**src/rtl/uart_rx_frame_ctrl.sv**
```systemverilog
// UART receive frame controller: majority-vote bit sampling, LSB-first
// deserialisation and start/parity/stop checking, driven by an external
// edge/bit counter that it enables while a frame is in progress.
module uart_rx_frame_ctrl #(
  parameter int unsigned DATA_WIDTH = 8,
  parameter int unsigned PRESC_W    = 6
) (
  input  logic                  clk_RX,
  input  logic                  rst,
  input  logic                  RX_IN,
  input  logic [PRESC_W-1:0]    prescale,
  input  logic                  PAR_EN,
  input  logic                  PAR_TYP,
  input  logic [PRESC_W-1:0]    edge_cnt,
  input  logic [3:0]            bit_cnt,
  input  logic                  edge_cnt_max,
  output logic                  edge_cnt_enable,
  output logic [DATA_WIDTH-1:0] P_DATA,
  output logic                  data_valid,
  output logic                  par_err,
  output logic                  stp_err,
  output logic                  strt_glitch
);

  localparam int unsigned BIT_CNT_W = 4;

  typedef enum logic [2:0] {
    IDLE   = 3'd0,
    START  = 3'd1,
    DATA   = 3'd2,
    PARITY = 3'd3,
    STOP   = 3'd4
  } state_t;

  state_t                state;
  state_t                next_state;

  logic [PRESC_W-1:0]    eff_prescale;
  logic [PRESC_W-1:0]    half_prescale;
  logic [2:0]            samples;
  logic                  sampled_bit;
  logic                  majority;

  logic [DATA_WIDTH-1:0] shift_reg;
  logic [DATA_WIDTH-1:0] shift_d;
  logic [DATA_WIDTH-1:0] p_data_d;
  logic                  perr;
  logic                  perr_d;
  logic                  par_en_q;
  logic                  par_en_d;
  logic                  par_typ_q;
  logic                  par_typ_d;
  logic                  data_valid_d;
  logic                  par_err_d;
  logic                  stp_err_d;
  logic                  strt_glitch_d;

  // Unsupported oversampling ratios fall back to 8
  always_comb begin
    eff_prescale = PRESC_W'(8);
    if ((prescale == PRESC_W'(16)) || (prescale == PRESC_W'(32))) begin
      eff_prescale = prescale;
    end
  end

  assign half_prescale = eff_prescale >> 1;
  assign majority      = (samples[0] & samples[1]) |
                         (samples[0] & samples[2]) |
                         (samples[1] & samples[2]);

  // Three captures around mid-bit, voted one edge after the last capture
  always_ff @(posedge clk_RX or negedge rst) begin
    if (!rst) begin
      samples     <= '0;
      sampled_bit <= 1'b0;
    end else if (state != IDLE) begin
      if (edge_cnt == (half_prescale - PRESC_W'(2))) samples[0] <= RX_IN;
      if (edge_cnt == (half_prescale - PRESC_W'(1))) samples[1] <= RX_IN;
      if (edge_cnt == half_prescale)                 samples[2] <= RX_IN;
      if (edge_cnt == (half_prescale + PRESC_W'(1))) sampled_bit <= majority;
    end
  end

  // State register
  always_ff @(posedge clk_RX or negedge rst) begin
    if (!rst) begin
      state <= IDLE;
    end else begin
      state <= next_state;
    end
  end

  // Next-state decode; every bit-level decision is taken on the last edge of the bit
  always_comb begin
    next_state = state;
    case (state)
      IDLE: begin
        if (!RX_IN) next_state = START;
      end
      START: begin
        if (edge_cnt_max && (bit_cnt == '0)) begin
          next_state = sampled_bit ? IDLE : DATA;
        end
      end
      DATA: begin
        if (edge_cnt_max && (bit_cnt == BIT_CNT_W'(DATA_WIDTH))) begin
          next_state = par_en_q ? PARITY : STOP;
        end
      end
      PARITY: begin
        if (edge_cnt_max) next_state = STOP;
      end
      STOP: begin
        if (edge_cnt_max) next_state = IDLE;
      end
      default: next_state = IDLE;
    endcase
  end

  // Datapath and pulse decode for the next cycle
  always_comb begin
    shift_d       = shift_reg;
    p_data_d      = P_DATA;
    perr_d        = perr;
    par_en_d      = par_en_q;
    par_typ_d     = par_typ_q;
    data_valid_d  = 1'b0;
    par_err_d     = 1'b0;
    stp_err_d     = 1'b0;
    strt_glitch_d = 1'b0;
    case (state)
      IDLE: begin
        if (!RX_IN) begin
          par_en_d  = PAR_EN;
          par_typ_d = PAR_TYP;
        end
      end
      START: begin
        if (edge_cnt_max && (bit_cnt == '0) && sampled_bit) strt_glitch_d = 1'b1;
      end
      DATA: begin
        if (edge_cnt_max) shift_d = {sampled_bit, shift_reg[DATA_WIDTH-1:1]};
      end
      PARITY: begin
        if (edge_cnt_max && (sampled_bit != ((^shift_reg) ^ par_typ_q))) begin
          par_err_d = 1'b1;
          perr_d    = 1'b1;
        end
      end
      STOP: begin
        if (edge_cnt_max) begin
          perr_d = 1'b0;
          if (!sampled_bit) begin
            stp_err_d = 1'b1;
          end else if (!perr) begin
            p_data_d     = shift_reg;
            data_valid_d = 1'b1;
          end
        end
      end
      default: ;
    endcase
  end

  // Registered outputs and frame context
  always_ff @(posedge clk_RX or negedge rst) begin
    if (!rst) begin
      shift_reg       <= '0;
      P_DATA          <= '0;
      perr            <= 1'b0;
      par_en_q        <= 1'b0;
      par_typ_q       <= 1'b0;
      data_valid      <= 1'b0;
      par_err         <= 1'b0;
      stp_err         <= 1'b0;
      strt_glitch     <= 1'b0;
      edge_cnt_enable <= 1'b0;
    end else begin
      shift_reg       <= shift_d;
      P_DATA          <= p_data_d;
      perr            <= perr_d;
      par_en_q        <= par_en_d;
      par_typ_q       <= par_typ_d;
      data_valid      <= data_valid_d;
      par_err         <= par_err_d;
      stp_err         <= stp_err_d;
      strt_glitch     <= strt_glitch_d;
      edge_cnt_enable <= (next_state != IDLE);
    end
  end

endmodule

```
**config.mk**
```make
export PLATFORM = sky130hd
export DESIGN_NAME = uart_rx_frame_ctrl
export DESIGN_NICKNAME = d
export VERILOG_FILES = /design/src/rtl/uart_rx_frame_ctrl.sv
export SDC_FILE = /design/constraint.sdc
export NUM_CORES = 1
export LEC_CHECK = 0
export BUFFER_PORTS_ARGS = -buffer_cell sky130_fd_sc_hd__buf_2
export CAP_MARGIN = 0
export CORE_UTILIZATION = 48
export DETAILED_ROUTE_END_ITERATION = 12
export GPL_TIMING_DRIVEN = 1
export HOLD_SLACK_MARGIN = 0.15
export PLACE_DENSITY = 0.83
export SYNTH_ARGS = -nofsm -noshare
export SYNTH_HDL_FRONTEND = slang
export SYNTH_SLANG_ARGS = --single-unit
```
**constraint.sdc**
```tcl
create_clock -name clk_RX -period 1.7 [get_ports clk_RX]
set_input_delay 0.085 -clock clk_RX [delete_from_list [all_inputs] [get_ports clk_RX]]
set_output_delay 0.085 -clock clk_RX [all_outputs]
set_load 0.03 [all_outputs]
```
# Word level (Yosys, flattened, before mapping)

Index checks and enable logic that the tools add are counted.

Equal/unequal tests: 14
Bitwise logic cells: 8
Reductions and logical operators: 19
Mux-type cells: 23
Add/subtract/negate cells: 3

Operators with widths:

| operator                                                            | count |
|---|---|
| 6-bit == test                                                       | 3 |
| 3-bit 2-to-1 mux                                                    | 6 |
| 3-bit case mux with 5 select lines                                  | 1 |
| 1-bit 2-to-1 mux                                                    | 13 |
| 2-bit AND reduction                                                 | 6 |
| 8-bit parity                                                        | 1 |
| 5-bit by 1-bit adder with 6-bit output (second input constant)      | 1 |
| 3-bit by 2-bit == test with 1-bit output (second input constant)    | 2 |
| 6-bit by 5-bit == test with 1-bit output                            | 1 |
| 6-bit by 5-bit == test with 1-bit output (second input constant)    | 1 |
| 6-bit == test (second input constant)                               | 1 |
| 6-bit 2-to-1 mux                                                    | 1 |
| 3-bit nonzero test                                                  | 2 |
| 5-bit by 1-bit subtractor with 6-bit output (second input constant) | 1 |
| 5-bit by 2-bit subtractor with 6-bit output (second input constant) | 1 |
| 4-bit == test (second input constant)                               | 1 |
| 1-bit logical AND                                                   | 4 |
| 4-bit zero test                                                     | 1 |
| 2-bit inequality test (second input constant)                       | 2 |
| 4-bit AND reduction                                                 | 1 |
| 1-bit bitwise AND                                                   | 3 |
| 3-bit by 1-bit == test with 1-bit output (second input constant)    | 1 |
| 3-bit == test (second input constant)                               | 1 |
| 3-bit zero test                                                     | 1 |
| 9 further kinds                                                     | 11 |

Flip-flop bits (word level): 31
Input bits: 22
Output and inout bits: 13
Logic and storage cells: 82

# Logic depth before layout (Yosys ltp)

Gate-level depths: netlist of run 1.

Word-level depth: 6
Depth in mapped cells: 6
Depth with buffers taken out: 5

# Worst setup path after synthesis of run 1

No wires, ideal clock.

Path kind: register to register
Start: reg state[1]
End: reg P_DATA[0]
Stages on the path, launching flop included: 6
Setup time: 128 ps
Clock period less this slack: 1615 ps
Path buffers: 1
Setup slack: 85 ps
Arrival: 1487 ps
Data required time: 1572 ps
Cell sequence: dfrtp_1 > nor2_1 > nand3_1 > or3b_1 > buf_2 > mux2_1

Word-level cells in the longest chain between the ends: 2

RTL lines:

| element                              | RTL line | text |
|---|---|---|
| start, declared                      | 35       | `state_t state;` |
| start signal, assigned               | 89       | `state <= next_state;` |
| 3-bit == test                        | 131      | `case (state)` |
| 4-bit AND reduction (no source line) | n/a      |  |
| end signal, assigned                 | 180      | `P_DATA <= p_data_d;` |
| end, declared                        | 18       | `output logic [DATA_WIDTH-1:0] P_DATA,` |

No other way between the ends.
A chain may end at the register's enable or synchronous reset.

# Final worst setup path of run 1

Start: reg state[2]
End: reg shift_reg[5]

Word-level cells in the longest chain between the ends: 2

RTL lines:

| element                                  | RTL line | text |
|---|---|---|
| 3-bit by 2-bit == test with 1-bit output | 131      |  |
| 2-bit AND reduction (no source line)     | n/a      |  |
| end signal, assigned                     | 179      | `shift_reg <= shift_d;` |
| end, declared                            | 44       | `logic [DATA_WIDTH-1:0] shift_reg;` |

No other way between the ends.

==> results of run 1 <==
-- final cells by class --
class                      count  share of cell area
clock buffer                   8              0.0343
inverter                       2             0.00374
multi-input combinational     96               0.386
sequential                    31               0.387
tap                           44              0.0274
timing repair buffer          50               0.162
-- layout by cell type, fill, tap and decap left out, types with 2 or more instances in the layout --
master,n
buf_4,6
dlygate4sd3_1,9
buf_2,34
dfrtp_1,31
nor2_1,7
xor2_1,3
conb_1,2
nor3_1,5
clkbuf_8,2
nand2b_1,2
o21ai_1,2
or3_1,2
mux2_2,6
nor2b_1,4
and3_1,2
xnor2_1,11
nand4b_1,2
a21oi_1,2
nand3_1,4
nand2_1,6
mux2_1,16
clkbuf_4,5
a21o_1,2
-- worst max path at each step --
stage	to	slack, ns	depth (start not counted)
floorplan	P_DATA[0]	0.09	5
CTS	shift_reg[5]	0.01	5
detailed placement	samples[1]	-0.07	6
global route	P_DATA[7]	0.004	4
finish	shift_reg[5]	0.05	5
global placement	samples[1]	0.003	6
-- synth_stat cells, types with 3 or more instances --
master,number,area [sq um]
dfrtp_1,31,776
mux2_1,16,180
xnor2_1,11,96.3
nor2_1,8,30.0
mux2_2,6,67.6
nand2_1,6,22.5
nor2b_1,5,31.3
nor3_1,5,25.0
buf_2,4,20.0
nand3_1,4,20.0
xor2_1,3,26.3
-- routing by layer --
metal | routed length, um | track usage | up-vias
li1 | - | - | 570
met1 | 1240 | 0.222 | 583
met2 | 1540 | 0.341 | 34
met5 | 0 | 0 | -
met4 | 79 | 0.129 | 0
met3 | 117 | 0.0437 | 9
-- kinds of logic (layout without fill, tap and decap cells) --
logic type                 Yosys count  count (layout)  share of synthesized area
and+or+nand+nor                     45              45                      0.169
DFF                                 31              31                      0.497
muxes                               22              22                      0.159
xor gates and xnor gates            15              15                     0.0930
AOI/OAI and AO/OA                   10              10                     0.0473
buffers and inverters                6              60                     0.0176
adders and majority gates            2               2                     0.0144
other                                1               2                    0.00240
-- critical path, delay by kind of cell, from the launching register on --
kind	cells	cell delay (ns)
and+or+nand+nor	3	0.60
DFF	1	0.47
muxes	1	0.33
buffers and inverters	1	0.13
-- power by group through the flow --
| stage | logic (mW) | registers [mW] | clock network (mW) |
|---|---|---|---|
| after detailed placement | 0.456 | 0.897 | 0 |
| after CTS | 0.477 | 0.883 | 0.499 |
| after global routing | 0.530 | 0.895 | 0.539 |
| after floorplan | 0.299 | 0.907 | 0 |
| final | 0.485 | 0.884 | 0.486 |
| after global placement | 0.441 | 0.890 | 0 |
-- metrics by stage --
| stage | power [mW] | instance area, sq um | hold WS (ns) | setup TNS, ns | setup WS (ns) |
|---|---|---|---|---|---|
| global placement | 1.33 | 1830 | 0.137 | 0 | 0.00276 |
| detailed placement | 1.35 | 1830 | 0.152 | -0.109 | -0.0736 |
| floorplan | 1.21 | 1560 | -0.211 | 0 | 0.0852 |
| CTS | 1.86 | 2000 | 0.182 | 0 | 0.0146 |
| global route | 1.96 | 2010 | 0.187 | 0 | 0.00400 |
| finish | 1.85 | 2010 | 0.179 | 0 | 0.0460 |
-- repair_timing --
item                                    in CTS  in global routing
endpoints found under the setup margin       8                 11
resized for setup                            1                  3
endpoints found under the hold margin       39                  0
buffers inserted                             0                  0
hold buffers                                 9                  0
==> impl_metrics.json, run 1 <==
{
  "clkSinkCount": 31,
  "synth_cell_type_count": 36,
  "dp_cells": 214,
  "port_buffers": 34,
  "p_clk_frac": 0.262,
  "dp_hpwl_mm": 2.19,
  "rsz0062_at_grt": "false",
  "hold_path_class": "in2reg",
  "row_count": 20,
  "initial_core_util": 0.507,
  "ir_drop_v": 0.000467,
  "crit_type": "reg2reg",
  "dr_total_vias": 1196,
  "cts.path.max_buffers": 2,
  "clk-insertion-delay-late_ns": 0.33,
  "wire_per_inst_um": 12.9,
  "grt_max_degree": 32,
  "ant_nets": 0,
  "routabilityCongestion": 0.813,
  "power.density_nw_per_um2": 924,
  "setup.worst_path.start": "state[2]",
  "worstPathMaxFanout": 8,
  "core_area_sq_um": 3080,
  "syn_area_sq_um": 1560,
  "firstDrtPassIters": 4,
  "rr_endpoint": "shift_reg[5]",
  "hp-start": "edge_cnt[0]",
  "clk_pin_slew_worst_paths_ns": 0.10,
  "swShare": 0.291,
  "crit_chain": "nor2b_1, nor2b_2, and2_1, buf_12, mux2_2",
  "antenna_found_initial": 0,
  "drt-vias-per-instance": 5.18,
  "syn_inst": 132,
  "worstMarginPinSlew_ns": 0.644,
  "status": "completed",
  "min_period_over_period": 0.973,
  "fmax_ghz": 0.605,
  "fill_cells": 240,
  "diodes": 0,
  "cp-start-kind": "flip-flop",
  "slew_viol_final": 0,
  "seqCellArea_sq_um": 776,
  "ys_ff_latch": 31,
  "grt.overflow.total": 0,
  "drive_above_1_share": 0.326,
  "combPwrFrac": 0.261,
  "finalNonFillerCells": 231,
  "hold_depth": 4,
  "setup_viol": 0,
  "grt_pass1_vias": 1198,
  "io_pins": 35,
  "die_h_um": 59.0,
  "async_flop_share": 1.00,
  "drcViolationCount": 0,
  "required_ns": 1.91,
  "area_delta_synth_final_pct": 28.6,
  "hold_viol": 0,
  "skew_ns": 0.0118,
  "power_switching_uw": 539,
  "worstPathArrival_ns": 1.87,
  "synth_edf_count": 0,
  "sequentialPowerShare": 0.477,
  "rrSetupSlack_ns": 0.05,
  "maxCapViolCount": 0,
  "final_nets": 209,
  "timing.slew.headroom": 0.570,
  "grt_first_pass_wirelength_mm": 4.97,
  "cts_root_buf": "clkbuf_4",
  "synth_seq_area_share": 0.497,
  "critPathCaptureType": "flip-flop",
  "reg2reg_depth": 5,
  "wl_mm": 2.97,
  "critical-path-max-stage-delay_ns": 0.47,
  "synth_flop_cell": "dfrtp_1",
  "fin_util": 0.652,
  "fin_crit_ns": 1.65,
  "avgSynthCellArea_sq_um": 11.8,
  "hold_end": "samples[0]",
  "yosys_warnings": 0,
  "track_usage": 0.198,
  "multiInputGateArea_sq_um": 774,
  "die_w_um": 59.0,
  "cts_buffers": 5,
  "r2r-start": "state[2]",
  "drt_iter0_markers": 33,
  "dieArea_sq_um": 3480,
  "p_int_mw": 1.32,
  "h-tree-depth": 2,
  "leakage_nw": 1.01,
  "cts_tree": "done",
  "crit_slowest_cell": "dfrtp_1"
}
No activity file was read; power rests on OpenSTA's default activity.
==> run 2: changes to the inputs <==
==> constraint.sdc (replaced) <==
create_clock -name clk_RX -period 1.7 [get_ports clk_RX]
set_input_delay 0.34 -clock clk_RX [delete_from_list [all_inputs] [get_ports clk_RX]]
set_output_delay 0.34 -clock clk_RX [all_outputs]
set_load 0.03 [all_outputs]
==> impl_metrics.json, run 2 (synthesis results as in run 1) <==
{
  "tns_ns": 0,
  "final_cell_mix": "34 x buf_2, 29 x dfrtp_1, 16 x mux2_1, 11 x xnor2_1, 10 x buf_4",
  "hold_path_class": "in2reg",
  "wire_per_inst_um": 13.3,
  "cp-start-kind": "flip-flop",
  "required_ns": 1.92,
  "p_int_mw": 1.54,
  "antenna_found_initial": 0,
  "power.density_nw_per_um2": 1040,
  "initial_core_util": 0.507,
  "leakage_nw": 1.02,
  "clk-insertion-delay-late_ns": 0.34,
  "use_met3": 0.0721,
  "reg2reg_depth": 5,
  "rrSetupSlack_ns": 0.08,
  "track_usage": 0.204,
  "core_area_sq_um": 3080,
  "dr_total_vias": 1174,
  "hold_viol": 0,
  "fmax_ghz": 0.616,
  "maxCapViolCount": 0,
  "power_switching_uw": 556,
  "worstMarginPinSlew_ns": 0.680,
  "die_w_um": 59.0,
  "critPathCaptureType": "flip-flop",
  "drt_iter0_markers": 31,
  "rr_endpoint": "P_DATA[7]",
  "grt_first_pass_wirelength_mm": 5.11,
  "ir_drop_v": 0.000608,
  "final_nets": 206,
  "combPwrFrac": 0.234,
  "slew_viol_final": 0,
  "dieArea_sq_um": 3480,
  "area_delta_synth_final_pct": 29.0,
  "hold_depth": 2,
  "row_count": 20,
  "cts_root_buf": "clkbuf_4",
  "grt.overflow.total": 0,
  "h-tree-depth": 2,
  "worstPathArrival_ns": 1.84,
  "final_common_cell": "buf_2",
  "fill_cells": 240,
  "finalNonFillerCells": 228,
  "p_clk_frac": 0.341,
  "grt_max_degree": 32,
  "sequentialPowerShare": 0.425,
  "use_met1": 0.258,
  "drcViolationCount": 0,
  "clkSinkCount": 31,
  "hp-start": "PAR_TYP",
  "wl_mm": 3.03,
  "crit_type": "reg2reg",
  "gr-max-usage-layer": "met2",
  "setup_viol": 0,
  "fin_crit_ns": 1.62,
  "diodes": 0,
  "placed_area_sq_um": 1870,
  "drive_above_1_share": 0.380,
  "finalInstanceArea_sq_um": 2010,
  "met2_usage": 0.320,
  "io_pins": 35,
  "whs_ns": 0.240,
  "timing.slew.headroom": 0.547,
  "cts_tree": "done",
  "seqCellArea_sq_um": 778,
  "clk_pin_slew_worst_paths_ns": 0.10,
  "routabilityCongestion": 0.850,
  "die_h_um": 59.0,
  "dp_hpwl_mm": 2.25,
  "ant_nets": 0,
  "dp_cells": 217,
  "grt_pass1_vias": 1165,
  "cts.path.max_buffers": 2,
  "hold_end": "par_typ_q",
  "r2r-start": "state[1]",
  "port_buffers": 34,
  "min_period_over_period": 0.954,
  "cts_buffers": 5,
  "skew_ns": 0.0132,
  "drt-vias-per-instance": 5.15,
  "firstDrtPassIters": 4,
  "multiInputGateArea_sq_um": 785,
  "status": "completed",
  "swShare": 0.266,
  "worstPathMaxFanout": 9
}
## run 2: metrics by stage
step                      power [mW]  utilization  worst slack (ns)
after floorplan                 1.21            -           0.00970
after global placement          1.34        0.608            -0.164
after detailed placement        1.36        0.608            -0.243
after CTS                       2.08        0.644            0.0255
after global routing            2.20        0.654          -0.00998
final                           2.09        0.654            0.0774
## run 2: area by class of cell
cell class              instances  area share
inverters                       2     0.00373
well taps                      44      0.0273
clock buffers                   6      0.0205
flip-flops and latches         31       0.387
repair buffers                 47       0.142
multi-input cells              96       0.390
clock inverters                 2      0.0298
## run 2: repair_timing
item	in CTS	in global routing
hold endpoints to repair	31	0
resized for setup	0	6
setup endpoints to repair	0	20
hold buffers	1	0
buffers inserted	0	2
## run 2: worst max-delay path, cell delays in order, from the launching register on
cell,delay (ns)
dfrtp_2,0.44
nor2_2,0.13
nand3_1,0.10
or3b_1,0.38
buf_6,0.16
mux2_1,0.30
## run 2: worst max-delay path by stage
| stage | endpoint | slack, ns | from |
|---|---|---|---|
| after detailed placement | samples[1] | -0.24 | prescale[3] |
| after floorplan | sampled_bit | 0.01 | prescale[3] |
| after global placement | sampled_bit | -0.16 | prescale[3] |
| after global routing | shift_reg[4] | -0.01 | state[2] |
| final | P_DATA[7] | 0.08 | state[1] |
| after CTS | P_DATA[0] | 0.03 | state[1] |
## run 2: per-layer routing
metal  up-vias  part of all wire
met5         -                 0
met4         0             0.015
met3         6             0.044
met2        27              0.48
met1       575              0.46
li1        566                 -
## run 2: power by group through the flow
stage	combinational [mW]	sequential [mW]	clock, mW
2_1_floorplan	0.302	0.907	0
3_3_place_gp	0.450	0.892	0
3_5_place_dp	0.465	0.899	0
4_1_cts	0.471	0.884	0.727
5_1_grt	0.543	0.903	0.754
6_report	0.489	0.890	0.714
==> run 3: changes to the inputs <==
- MAX_ROUTING_LAYER: default -> met4
==> impl_metrics.json, run 3 (synthesis results as in run 1) <==
{
  "status": "completed",
  "cp.buffers_inverters": 1,
  "row_count": 20,
  "dieArea_sq_um": 3480,
  "critPathCaptureType": "flip-flop",
  "drcViolationCount": 0,
  "slew_viol_final": 0,
  "power.density_nw_per_um2": 1040,
  "ant_nets": 0,
  "finalNonFillerCells": 228,
  "cts_tree": "done",
  "clk_pin_slew_worst_paths_ns": 0.10,
  "clkSinkCount": 31,
  "dp_hpwl_mm": 2.25,
  "cts_root_buf": "clkbuf_4",
  "hold_path_class": "in2reg",
  "final_common_cell": "buf_2",
  "worstPathMaxFanout": 9,
  "routabilityCongestion": 0.863,
  "h-tree-depth": 2,
  "crit_chain": "nor2_2, nand3_1, or3b_1, buf_6, mux2_1",
  "dp_cells": 217,
  "whs_ns": 0.240,
  "firstDrtPassIters": 4,
  "drive_above_1_share": 0.380,
  "die_h_um": 59.0,
  "initial_core_util": 0.507,
  "hold_viol": 0,
  "fmax_ghz": 0.617,
  "antenna_found_initial": 0,
  "diodes": 0,
  "critical-path-max-stage-delay_ns": 0.44,
  "dr_total_vias": 1174,
  "grt_first_pass_wirelength_mm": 5.12,
  "die_w_um": 59.0,
  "cts_buffers": 5,
  "final_cell_mix": "34 x buf_2, 29 x dfrtp_1, 16 x mux2_1, 11 x xnor2_1, 10 x buf_4",
  "hold_depth": 2,
  "wl_mm": 3.05,
  "grt_pass1_vias": 1163,
  "clk-insertion-delay-late_ns": 0.34,
  "track_usage": 0.211,
  "final_nets": 206,
  "maxCapViolCount": 0,
  "port_buffers": 34,
  "cts.path.max_buffers": 2,
  "setup_viol": 0,
  "worstMarginPinSlew_ns": 0.678,
  "reg2reg_depth": 5,
  "area_delta_synth_final_pct": 29.0,
  "worstPathArrival_ns": 1.85,
  "drt_iter0_markers": 39,
  "io_pins": 35,
  "leakage_nw": 1.02,
  "core_area_sq_um": 3080,
  "fin_crit_ns": 1.62,
  "grt.overflow.total": 0,
  "cpLargestDelayFamily": "simple AND/OR/NAND/NOR gates",
  "cp-start-kind": "flip-flop",
  "required_ns": 1.93,
  "timing.slew.headroom": 0.548,
  "ir_drop_v": 0.000608,
  "path_depth": 5,
  "min_period_over_period": 0.953,
  "crit_type": "reg2reg",
  "drt-vias-per-instance": 5.15,
  "crit_slowest_cell": "dfrtp_2",
  "skew_ns": 0.0132,
  "grt_max_degree": 32,
  "wire_per_inst_um": 13.4
}
==> run 3: cell counts in the layout (fill, tap and decap cells not counted) <==
Identical to the previous run, type by type.
==> run 3: per-layer routing <==
layer  vias to the layer above  global-route usage  wire, um
met4                         0              0.0850        44
met3                         6              0.0677       118
met5                         -                   -         0
met1                       574               0.264      1430
met2                        27               0.318      1450
li1                        567                   -         -
==> run 3: cell type report <==
| type | count | area (sq um) |
|---|---|---|
| Fill cell | 240 | 1060 |
| Multi-Input combinational cell | 96 | 785 |
| Sequential cell | 31 | 778 |
| Timing Repair Buffer | 47 | 287 |
| Clock inverter | 2 | 60.1 |
| Tap cell | 44 | 55.1 |
| Clock buffer | 6 | 41.3 |
| Inverter | 2 | 7.51 |
==> run 3: through the flow <==
step	util	worst slack (ns)	TNS, ns	total power, mW	cell area (sq um)
detailed placement	0.608	-0.243	-0.907	1.36	1870
global placement	0.608	-0.164	-0.615	1.34	1870
CTS	0.644	0.0255	0	2.08	1980
global route	0.654	-0.00998	-0.00998	2.20	2010
floorplan	-	0.00970	0	1.21	1580
finish	0.654	0.0803	0	2.10	2010
==> run 3: path summary, 6_finish.rpt <==
path | endpoint | start | slack (ns)
max in group asynchronous | state[1] | rst | 0.64
setup / recovery | P_DATA[0] | state[1] | 0.08
hold / removal | par_typ_q | PAR_TYP | 0.24
setup reg to reg | P_DATA[0] | state[1] | 0.08
hold reg to reg | perr | perr | 0.48
min in group asynchronous | shift_reg[4] | rst | 0.57
==> run 3: report_power, final <==
| part | total (mW) | internal [mW] | leakage (nW) | switching (mW) |
|---|---|---|---|---|
| Sequential | 0.890 | 0.829 | 0.415 | 0.0609 |
| Combinational | 0.489 | 0.249 | 0.549 | 0.240 |
| Clock | 0.718 | 0.459 | 0.0525 | 0.259 |
| Total | 2.10 | 1.54 | 1.02 | 0.560 |
==> run 3: what timing repair did <==
action,4_1_cts,5_1_grt
setup endpoints to repair,0,20
gates resized for setup,0,6
buffers inserted,0,2
hold endpoints to repair,31,0
hold buffers,1,0
==> run 3: worst register-to-register path, cell delays in order, from the launching register on <==
cell     delay, ns
dfrtp_2       0.44
nor2_2        0.13
nand3_1       0.10
or3b_1        0.38
buf_6         0.16
mux2_1        0.32
